**config.mk**
```make
export PLATFORM = sky130hd
export DESIGN_NAME = alu_share_arbiter
export DESIGN_NICKNAME = d
export VERILOG_FILES = /design/src/rtl/alu_share_arbiter.sv
export SDC_FILE = /design/constraint.sdc
export NUM_CORES = 1
export LEC_CHECK = 0
export CORE_MARGIN = 3
export CORE_UTILIZATION = 35
export DETAILED_ROUTE_END_ITERATION = 8
export GPL_TIMING_DRIVEN = 1
export PLACE_DENSITY = 0.71
export SLEW_MARGIN = 20
export SYNTH_ARGS = -nofsm -noshare
export SYNTH_HDL_FRONTEND = slang
export SYNTH_SLANG_ARGS = --single-unit
```
**constraint.sdc**
```tcl
create_clock -name clk -period 3.22 [get_ports clk]
set_clock_uncertainty 0.2 [all_clocks]
set_input_delay 0.805 -clock clk [delete_from_list [all_inputs] [get_ports clk]]
set_output_delay 0.805 -clock clk [all_outputs]
set_load 0.05 [all_outputs]
```
**src/rtl/alu_share_arbiter.sv**
```systemverilog
// alu_share_arbiter
// Round-robin arbiter that hands one small AND/OR/XOR/ADD datapath to NREQ
// requesters in turn. Each winner's operands are captured, evaluated one
// cycle later and returned through a valid/ready result port with the
// winner's index attached.
//
// Result handshake: out_valid rises when a result is ready and then holds,
// with out_ans/out_id frozen, until a rising clock edge where out_valid and
// out_ready are both high. That edge is the transfer. out_ready may already
// be high in the first cycle of out_valid. out_valid never depends
// combinationally on out_ready.
module alu_share_arbiter #(
  parameter int NREQ  = 4,
  parameter int WIDTH = 4,
  parameter int ID_W  = 2
) (
  input  logic                  clk,
  input  logic                  rst_n,
  input  logic [NREQ-1:0]       req,
  input  logic [NREQ*WIDTH-1:0] in_a,
  input  logic [NREQ*WIDTH-1:0] in_b,
  input  logic [NREQ*2-1:0]     op,
  output logic [NREQ-1:0]       gnt,
  output logic                  out_valid,
  input  logic                  out_ready,
  output logic [WIDTH-1:0]      out_ans,
  output logic [ID_W-1:0]       out_id,
  output logic                  busy
);

  typedef enum logic [1:0] {
    IDLE = 2'd0,
    EXEC = 2'd1,
    RESP = 2'd2
  } state_t;

  localparam logic [1:0] OP_AND = 2'b00;
  localparam logic [1:0] OP_OR  = 2'b01;
  localparam logic [1:0] OP_XOR = 2'b10;
  localparam logic [1:0] OP_ADD = 2'b11;

  state_t            state;
  logic [ID_W-1:0]   rr_ptr;
  logic [ID_W-1:0]   id_q;
  logic [WIDTH-1:0]  a_q;
  logic [WIDTH-1:0]  b_q;
  logic [1:0]        op_q;

  logic              hi_found;
  logic              lo_found;
  logic [ID_W-1:0]   hi_idx;
  logic [ID_W-1:0]   lo_idx;
  logic [ID_W-1:0]   win;
  logic [ID_W-1:0]   rr_next;
  logic [NREQ-1:0]   win_onehot;
  logic [WIDTH-1:0]  sel_a;
  logic [WIDTH-1:0]  sel_b;
  logic [1:0]        sel_op;
  logic [WIDTH-1:0]  alu_res;

  // Round-robin pick: lowest requester at or above rr_ptr, otherwise the
  // lowest requester overall (the scan wraps past NREQ-1 back to 0).
  always_comb begin
    hi_found = 1'b0;
    lo_found = 1'b0;
    hi_idx   = '0;
    lo_idx   = '0;
    for (int i = NREQ - 1; i >= 0; i--) begin
      if (req[i]) begin
        lo_found = 1'b1;
        lo_idx   = ID_W'(i);
        if (i >= int'(rr_ptr)) begin
          hi_found = 1'b1;
          hi_idx   = ID_W'(i);
        end
      end
    end
    win        = hi_found ? hi_idx : lo_idx;
    rr_next    = (int'(win) == NREQ - 1) ? '0 : win + 1'b1;
    win_onehot = {{(NREQ-1){1'b0}}, 1'b1} << win;
  end

  // Operand mux selecting the winner's packed slice.
  always_comb begin
    sel_a  = '0;
    sel_b  = '0;
    sel_op = '0;
    for (int i = 0; i < NREQ; i++) begin
      if (ID_W'(i) == win) begin
        sel_a  = in_a[i*WIDTH +: WIDTH];
        sel_b  = in_b[i*WIDTH +: WIDTH];
        sel_op = op[i*2 +: 2];
      end
    end
  end

  // Shared ALU on the latched operands; ADD drops the carry out.
  always_comb begin
    case (op_q)
      OP_AND:  alu_res = a_q & b_q;
      OP_OR:   alu_res = a_q | b_q;
      OP_XOR:  alu_res = a_q ^ b_q;
      OP_ADD:  alu_res = a_q + b_q;
      default: alu_res = '0;
    endcase
  end

  // Control FSM: grant and latch in IDLE, evaluate in EXEC, hold the result
  // in RESP until it is taken. req is only looked at in IDLE.
  always_ff @(posedge clk or negedge rst_n) begin
    if (!rst_n) begin
      state     <= IDLE;
      rr_ptr    <= '0;
      id_q      <= '0;
      a_q       <= '0;
      b_q       <= '0;
      op_q      <= '0;
      gnt       <= '0;
      out_valid <= 1'b0;
      out_ans   <= '0;
      out_id    <= '0;
    end else begin
      case (state)
        IDLE: begin
          gnt <= '0;
          if (lo_found) begin
            a_q    <= sel_a;
            b_q    <= sel_b;
            op_q   <= sel_op;
            id_q   <= win;
            gnt    <= win_onehot;
            rr_ptr <= rr_next;
            state  <= EXEC;
          end
        end
        EXEC: begin
          gnt       <= '0;
          out_ans   <= alu_res;
          out_id    <= id_q;
          out_valid <= 1'b1;
          state     <= RESP;
        end
        RESP: begin
          gnt <= '0;
          if (out_ready) begin
            out_valid <= 1'b0;
            state     <= IDLE;
          end
        end
        default: begin
          gnt       <= '0;
          out_valid <= 1'b0;
          state     <= IDLE;
        end
      endcase
    end
  end

  assign busy = (state != IDLE);

endmodule

```
* Yosys cells after proc, flatten, opt, wreduce, memory -nomap -nowiden
Cells that the tools add are included.
** Operators by class
- Add/sub/neg operators :: 2
- Multiply operators :: 0
- Div/mod/pow operators :: 0
- Order comparisons :: 3
- Eq/ne operators :: 11
- Shift-type cells :: 1
- Multiplexer cells :: 42
- Bitwise gates (word level) :: 4
- Reduce and logical (&&, ||, !) cells :: 7
** Operators by type and width (number)
- 2-to-1 mux 4 bit :: 10
- 2-to-1 mux 2 bit :: 18
- one-hot mux 4 bit (4 select lines) :: 1
- 2-to-1 mux 1 bit :: 11
- == test 2 x 1 -> 1 bit, second input constant :: 3
- == test 2 bit, second input constant :: 3
- logical NOT 2 bit :: 3
- one-hot mux 2 bit (3 select lines) :: 1
- AND reduction 2 bit :: 3
- adder 4 bit :: 1
- AND 4 bit :: 1
- == test 2 bit, first input constant :: 2
- >= comparator 1 x 2 -> 1 bit, first input constant :: 2
- inequality test 2 bit, second input constant :: 2
- bitwise OR 4 bit :: 1
- left shift 1 x 2 -> 4 bit, first input constant :: 1
- bitwise XOR 4 bit :: 1
- one-hot mux 1 bit (3 select lines) :: 1
- adder 2 x 1 -> 2 bit, second input constant :: 1
- == test 1 x 2 -> 1 bit, first input constant :: 1
- >= comparator 2 bit, first input constant :: 1
- nonzero test 2 bit :: 1
- NOT 1 bit :: 1
** Word-level totals
- Flip-flop bits (word level) :: 27
- Latch bits :: 0
- Memory bits (writable) :: 0
- Memory bits (read-only) :: 0
- Input bits :: 47
- Output and inout port bits :: 12
- Logic and storage cells :: 80
- Memories kept :: 0

* Longest topological paths before layout
Gate-level depths: netlist (run 1).
- Depth in word-level cells :: 13
- Depth in mapped cells :: 8
- Gate-level depth less buffers :: 7

* Least setup slack after synthesis (run 1)
Ideal clock, no wire load.
- Path type :: in2reg
- Start point :: in req[0]
- End point :: reg b_q[1]
- Library setup time :: 0.081 ns
- Arrival :: 2.406 ns
- Required time :: 2.939 ns
- Setup slack :: 0.533 ns
- Stages :: 7
- Path buffers :: 1
- Cells stage by stage :: nor2b_1 > o21a_1 > or3_1 > ha_1 > clkbuf_1 > a221o_1 > a31oi_2
** Between the ends
- Longest elaborated chain between the ends :: 7
- Elaborated cells between the ends (all ways) :: 14
- Classes of those cells :: eq/ne: 3; mux: 9; reduce/logical: 2
** Ends and longest elaborated chain
- from (decl) :: line 19 : input logic [NREQ-1:0] req,
- 2-to-1 mux 2 bit / 2-to-1 mux 1 bit (equally long branches) :: line 69 : if (req[i]) begin
- 2-to-1 mux 2 bit :: line 78 : win = hi_found ? hi_idx : lo_idx;
- logical NOT 2 bit :: line 89 : if (ID_W'(i) == win) begin
- 2-to-1 mux 4 bit (4 in a row) :: line 89
- to (signal assigned) :: line 128 : b_q <= sel_b;
- to (decl) :: line 46 : logic [WIDTH-1:0] b_q;
Several ways; a longest one is shown, not always the timed one.
A chain may end at the register's enable or synchronous reset.

* Worst setup path after layout (run 1)
- Start point :: in req[2]
- End point :: reg b_q[1]
** Between the ends
- Longest elaborated chain between the ends :: 11
- Elaborated cells between the ends (all ways) :: 26
- Classes of those cells :: eq/ne: 3; mux: 21; reduce/logical: 2
** Ends and longest elaborated chain
- 2-to-1 mux 2 bit / 2-to-1 mux 1 bit (equally long branches) :: line 69
- 2-to-1 mux 2 bit / 2-to-1 mux 1 bit (equally long branches) :: line 72 : if (i >= int'(rr_ptr)) begin
- 2-to-1 mux 2 bit / 2-to-1 mux 1 bit (equally long branches) :: line 69
- 2-to-1 mux 2 bit / 2-to-1 mux 1 bit (equally long branches) :: line 72
- 2-to-1 mux 2 bit / 2-to-1 mux 1 bit (equally long branches) :: line 69
- 2-to-1 mux 2 bit :: line 78
- logical NOT 2 bit :: line 89
- 2-to-1 mux 4 bit (4 in a row) :: line 89
Several ways; a longest one is shown, not always the timed one.

==> results of run 1 <==
metal layers:
metal	vias to the layer above	GRT usage (%)	wire, um
li1	863	-	-
met1	781	21.43	2105
met2	49	23.01	1913
met3	2	1.927	230
met4	0	3.093	29
met5	-	0	0
through the flow:
stage               power, mW  utilization (%)  instance area, um^2  std cells
global route            2.622            54.27                 2665        336
CTS                     2.422            54.22                 2663        336
finish                  2.407            54.27                 2665        336
detailed placement      2.224            53.27                 2616        332
global placement        2.183            53.27                 2616        332
floorplan               1.740                -                 1857        202
sequential cells by signal (all words and copies together), names as in the netlist:
name / flops
a_q: 4
b_q: 4
gnt: 4
out_ans: 4
id_q: 2
op_q: 2
out_id: 2
rr_ptr: 2
state: 2
out_valid: 1
power by group through the flow:
stage / Sequential (mW) / Clock [mW] / Combinational (mW)
6_report: 0.661 / 0.190 / 1.56
3_5_place_dp: 0.667 / 0 / 1.56
3_3_place_gp: 0.658 / 0 / 1.52
2_1_floorplan: 0.812 / 0 / 0.928
4_1_cts: 0.662 / 0.196 / 1.56
5_1_grt: 0.691 / 0.213 / 1.72
cell usage after synthesis, types with 2 or more instances:
cell type / n / area, um^2
o41ai_1: 2 / 17.52
nand3_1: 2 / 10.01
nand3b_1: 10 / 75.07
ha_1: 12 / 150.1
a211oi_1: 2 / 15.01
nor2_1: 5 / 18.77
nor3b_1: 2 / 15.01
nand2b_1: 4 / 25.02
a21oi_1: 22 / 110.1
nor2b_1: 4 / 25.02
o21ai_0: 4 / 20.02
a221o_1: 10 / 100.1
o21a_1: 2 / 15.01
and3_1: 4 / 25.02
a31oi_1: 5 / 31.28
nand2_1: 22 / 82.58
clkbuf_1: 10 / 37.54
dfrtp_1: 27 / 675.7
a31oi_2: 6 / 75.07
inv_1: 21 / 78.83
buf_6: 2 / 22.52
worst reg2reg max path, cell delays in order, from the launching register on:
cell and delay, ps:
dfrtp_1 380, nor2b_1 60, o21a_1 180, buf_4 140
or3_1 390, ha_1 250, buf_12 160, a221o_1 380
a31oi_2 160
repair_timing:
action	4_1_cts	5_1_grt
buffers inserted	0	0
setup endpoints to repair	0	10
gates resized for setup	0	1
path summary, 6_finish.rpt:
kind / cells past startpoint / startpoint / end / slack [ps]
setup reg to reg: 8 / rr_ptr[0] / b_q[1] / 850
hold / removal: 2 / id_q[1] / out_id[1] / 270
setup / recovery: 9 / req[2] / b_q[1] / 160
min in group asynchronous: 2 / rst_n / out_ans[2] / 700
hold reg to reg: 2 / id_q[1] / out_id[1] / 270
max in group asynchronous: 2 / rst_n / op_q[0] / 1870
cells by family (layout without fill, tap and decap cells):
group                    Yosys count  count (layout)  share of synthesized area, %
adder cells (fa/ha/maj)           13              13                         9.164
buffers and inverters             35             102                         8.087
flip-flops                        27              27                         36.39
AO/OA/AOI/OAI                     61              61                         24.39
multiplexers                       3               3                         2.628
AND/OR/NAND/NOR                   63              63                         19.34
final cells by class:
| cell class | instances | area (um^2) |
|---|---|---|
| inverters | 22 | 85.08 |
| multi-input cells | 140 | 1033 |
| clock buffers | 3 | 41.29 |
| clock inverters | 1 | 5.005 |
| flip-flops and latches | 27 | 675.6 |
| repair buffers | 76 | 740.7 |
| fillers | 445 | 2246 |
| well taps | 67 | 83.83 |
==> results.md, run 1 <==
- Clk buf depth: 2
- Leak Pwr: 1.153 nW
- Area of the mapped netlist: 0.001857 mm^2
- Cts hold-fix bufs: 0
- Syn Area/Cell: 9.192 um^2
- Max_slew headroom: 61.44%
- Status: finished, final reports clean
- Syn Nets: 262
- Post-synthesis async set-or-reset flop share: 100.0%
- Vias in the first global route: 1646
- Delay of the slowest critical-path stage: 440 ps
- Buf+Inv Stages, Crit Path: 3
- Number of flops mapped to enable cells by yosys: 0
- CTS tree: done
- Max-slew violations: 0
- Main synth FF type: dfrtp_1
- Hold WC Path Type: flop to flop
- Fin nets: 330
- Final setup viols: 0
- Net Sw Power: 1.097 mW
- Achievable frequency: 0.3268 GHz
- Rows: 25
- Core area: 0.004911 mm^2
- Power share of the sequential group: 27.5%
- Fin. Hold Viols: 0
- GR Overflow Total: 0
- Share of layout cells above drive strength 1: 13.38%
- DRT Pass-1 Iters: 4
- Req. time, crit path: 3220 ps
- Routed WL per cell: 12.74 um
- Tmin final: 3060 ps
- GRT Util Overall: 14.60%
- Worst-skew pair later-pin latency: 270 ps
- Routed WL: 4279 um
- IO Pins: 59
- Detailed placer's ending HPWL: 3389 um
- Worst-path fanout max: 21
- Ant. Diodes: 0
- CTS buffer count: 3
- Pint: 1.309 mW
- Syn Inst Count: 202
- IO Port Bufs: 58
- Detail Route Antenna Nets: 0
- DIE WIDTH: 78.84 um
- Syn-to-layout area delta: 43.53%
- Power density over the cells: 903.0 mW/mm^2
- Global-route wire length before repair: 7596 um
- Die ar.: 0.006215 mm^2
- Combinational share of power: 64.6%
- H-tree lvl count: 1
- Most common cell after layout, fill and taps aside: clkdlybuf4s50_1
- Sw Share: 45.60%
- Post-Place Setup Slack: -166.3 ps
- Worst Tran Pin Value: 578.4 ps
- Crit start category: input port
- Largest net degree at the start of global routing: 28
- Via count: 1695
- Max_cap viols: 0
- Placer Congestion: 0.7901
- Hold Slack: 269.2 ps
- Total clock sinks: 27
- Register area share after synthesis: 36.39%
- Initial antenna violation count: 0
- CP Cell Sequence: clkdlybuf4s50_1 -> nor2b_1 -> o21a_1 -> buf_4 -> or3_1 -> ha_1 -> buf_12 -> a221o_1 -> a31oi_2
- Most frequent cells in the layout: 58 x clkdlybuf4s50_1, 27 x dfrtp_1, 22 x a21oi_1, 22 x nand2_1, 21 x inv_1
- Final WS setup: 159.8 ps
- Die H: 78.84 um
- Root buffer cell: clkbuf_8
- Starting density of the core: 37.81%
- Reg clk slew, reported paths: 90 ps
- Crit path DAT: 3060 ps
- CP top delay family: buffers and inverters
- Crit. End Element: flop
- Synth warnings: 0
- Worst Setup Path Type: input port to flop
- Vias per cell: 5.045
- Max VDD drop: 0.3222 mV
- Yosys reg bits: 27
- Unrepaired setup endpoints after global routing: no
- Post-route clock period utilization: 95.04%
- Clk pwr share: 7.9%
- DR iter-0 viols: 66
- Synth cell types: 45
- Post-route DRC: 0
- TNS Setup: 0 ps
- Slowest stage cell, crit path: clkdlybuf4s50_1
No activity file was read; power rests on OpenSTA's default activity.
==> run 2, diff against run 1 <==
Settings changed: CORE_MARGIN 3 to 5.
==> results.md, run 2 (synthesis results as in run 1) <==
- Global route hottest layer: met2
- Worst Tran Pin Value: 569.3 ps
- Vias per cell: 4.949
- Global-route wire length before repair: 7493 um
- Clk buf depth: 2
- Largest net degree at the start of global routing: 28
- Fin nets: 327
- Achievable frequency: 0.3291 GHz
- Leak Pwr: 1.138 nW
- Max-slew violations: 0
- Core area: 0.005140 mm^2
- Power share of the sequential group: 27.5%
- Root buffer cell: clkbuf_8
- Met1 Resource Use GR: 17.24%
- GRT Util Overall: 12.47%
- Crit. End Element: flop
- Die H: 82.84 um
- Multi-input gate area: 0.001033 mm^2
- Placed cell count: 332
- Post-route DRC: 0
- CTS buffer count: 3
- Post-CTS setup repair buffer count: 0
- Max_cap viols: 0
- Routed WL: 4233 um
- Register area: 675.6 um^2
- DR iter-0 viols: 35
- M3 GR Usage: 1.980%
- Hold WC Path Type: flop to flop
- Share of layout cells above drive strength 1: 12.41%
- Worst Setup Path Type: input port to flop
- Most common cell after layout, fill and taps aside: clkdlybuf4s50_1
- Detail Route Antenna Nets: 0
- CP top delay family: compound AO/OA/AOI/OAI gates
- CP Cell Sequence: clkdlybuf4s50_1 -> nor2b_1 -> a311oi_1 -> or2_1 -> ha_2 -> a21oi_1 -> a221o_1 -> a31oi_2
- Req. time, crit path: 3210 ps
- DIE WIDTH: 82.84 um
- Internal reg-to-reg setup slack: 820 ps
- Final setup viols: 0
- Unrepaired setup endpoints after global routing: no
- Most frequent cells in the layout: 58 x clkdlybuf4s50_1, 27 x dfrtp_1, 22 x a21oi_1, 22 x nand2_1, 21 x inv_1
- Status: finished, final reports clean
- Vias in the first global route: 1646
- IO Port Bufs: 58
- Ant. Diodes: 0
- Die ar.: 0.006862 mm^2
- Reg clk slew, reported paths: 90 ps
- Worst-path fanout max: 21
- Net Sw Power: 1.088 mW
- Routed WL per cell: 12.60 um
- Clk pwr share: 7.9%
- Sw Share: 45.49%
- Crit path DAT: 3030 ps
- Combinational share of power: 64.7%
- Initial antenna violation count: 0
- Grt met2 use: 19.75%
- Buf+Inv Stages, Crit Path: 1
- Placer Congestion: 0.7602
- Crit start category: input port
- Final WS setup: 181.6 ps
- Delay of the slowest critical-path stage: 460 ps
- H-tree lvl count: 1
- Syn-to-layout area delta: 42.52%
- Slowest stage cell, crit path: clkdlybuf4s50_1
- Finished Layout Cells: 336
- Power density over the cells: 903.7 mW/mm^2
- Worst-skew pair later-pin latency: 270 ps
- IO Pins: 59
- CTS tree: done
- Number of fill cells: 508
- Rows: 26
- Max_slew headroom: 62.05%
- Placed Instance Area: 0.002597 mm^2
- Pint: 1.303 mW
- Post-Place Setup Slack: -245.1 ps
- Starting density of the core: 36.12%
- Fin. Hold Viols: 0
- Total clock sinks: 27
- Detailed placer's ending HPWL: 3344 um
- Tmin final: 3038 ps
- Post-route clock period utilization: 94.36%
- Max VDD drop: 0.3396 mV
- GR Overflow Total: 0
- Via count: 1663
- DRT Pass-1 Iters: 4
- Design area: 0.002646 mm^2
==> run 2: changes by cell type in the layout (fill, tap and decap cells not counted), sizes merged <==
cell  delta
buf      -3
==> run 2: final timing paths <==
kind,endpoint,depth (start not counted),from
worst max-delay path,a_q[2],8,req[2]
worst min-delay path,out_id[0],2,id_q[0]
worst max register to register,a_q[2],7,rr_ptr[1]
worst min register to register,out_id[0],2,id_q[0]
max in group asynchronous,a_q[1],2,rst_n
min in group asynchronous,out_id[1],2,rst_n
==> run 2: timing repair <==
action / CTS / global route
resized for setup: 0 / 1
hold buffers: 0 / 0
endpoints found under the setup margin: 0 / 10
==> run 2: per-stage QoR <==
stage	hold WS (ps)	util [%]	total power, mW	setup TNS [ps]
3_5_place_dp	253.0	50.54	2.214	-2081
3_3_place_gp	245.9	50.54	2.172	-1519
2_1_floorplan	232.3	-	1.740	0
5_1_grt	299.5	51.48	2.600	0
6_report	274.4	51.48	2.391	0
4_1_cts	277.2	51.44	2.408	0
==> run 2: cell type report <==
cell class / instances / area share [%]
flip-flops and latches: 27 / 25.53
multi-input cells: 140 / 39.05
clock buffers: 3 / 1.560
repair buffers: 73 / 27.14
clock inverters: 1 / 0.1891
well taps: 70 / 3.310
inverters: 22 / 3.215
==> run 2: routing by layer <==
| layer | share of wire (%) | wire length, um |
|---|---|---|
| met1 | 48 | 2044 |
| met2 | 44 | 1866 |
| met3 | 6.4 | 270 |
| met4 | 1.2 | 51 |
| met5 | 0 | 0 |
==> run 2: tightest hold or removal path, stage by stage, from the launching register on <==
cell	delay (ps)
dfrtp_1	350
nand2_1	50
nand2_1	50
==> run 2: power groups by stage <==
stage	clock, mW	sequential (mW)	combinational (mW)
after floorplan	0	0.812	0.928
after global placement	0	0.658	1.51
after detailed placement	0	0.663	1.55
after CTS	0.194	0.658	1.56
after global routing	0.208	0.686	1.71
final	0.189	0.656	1.55
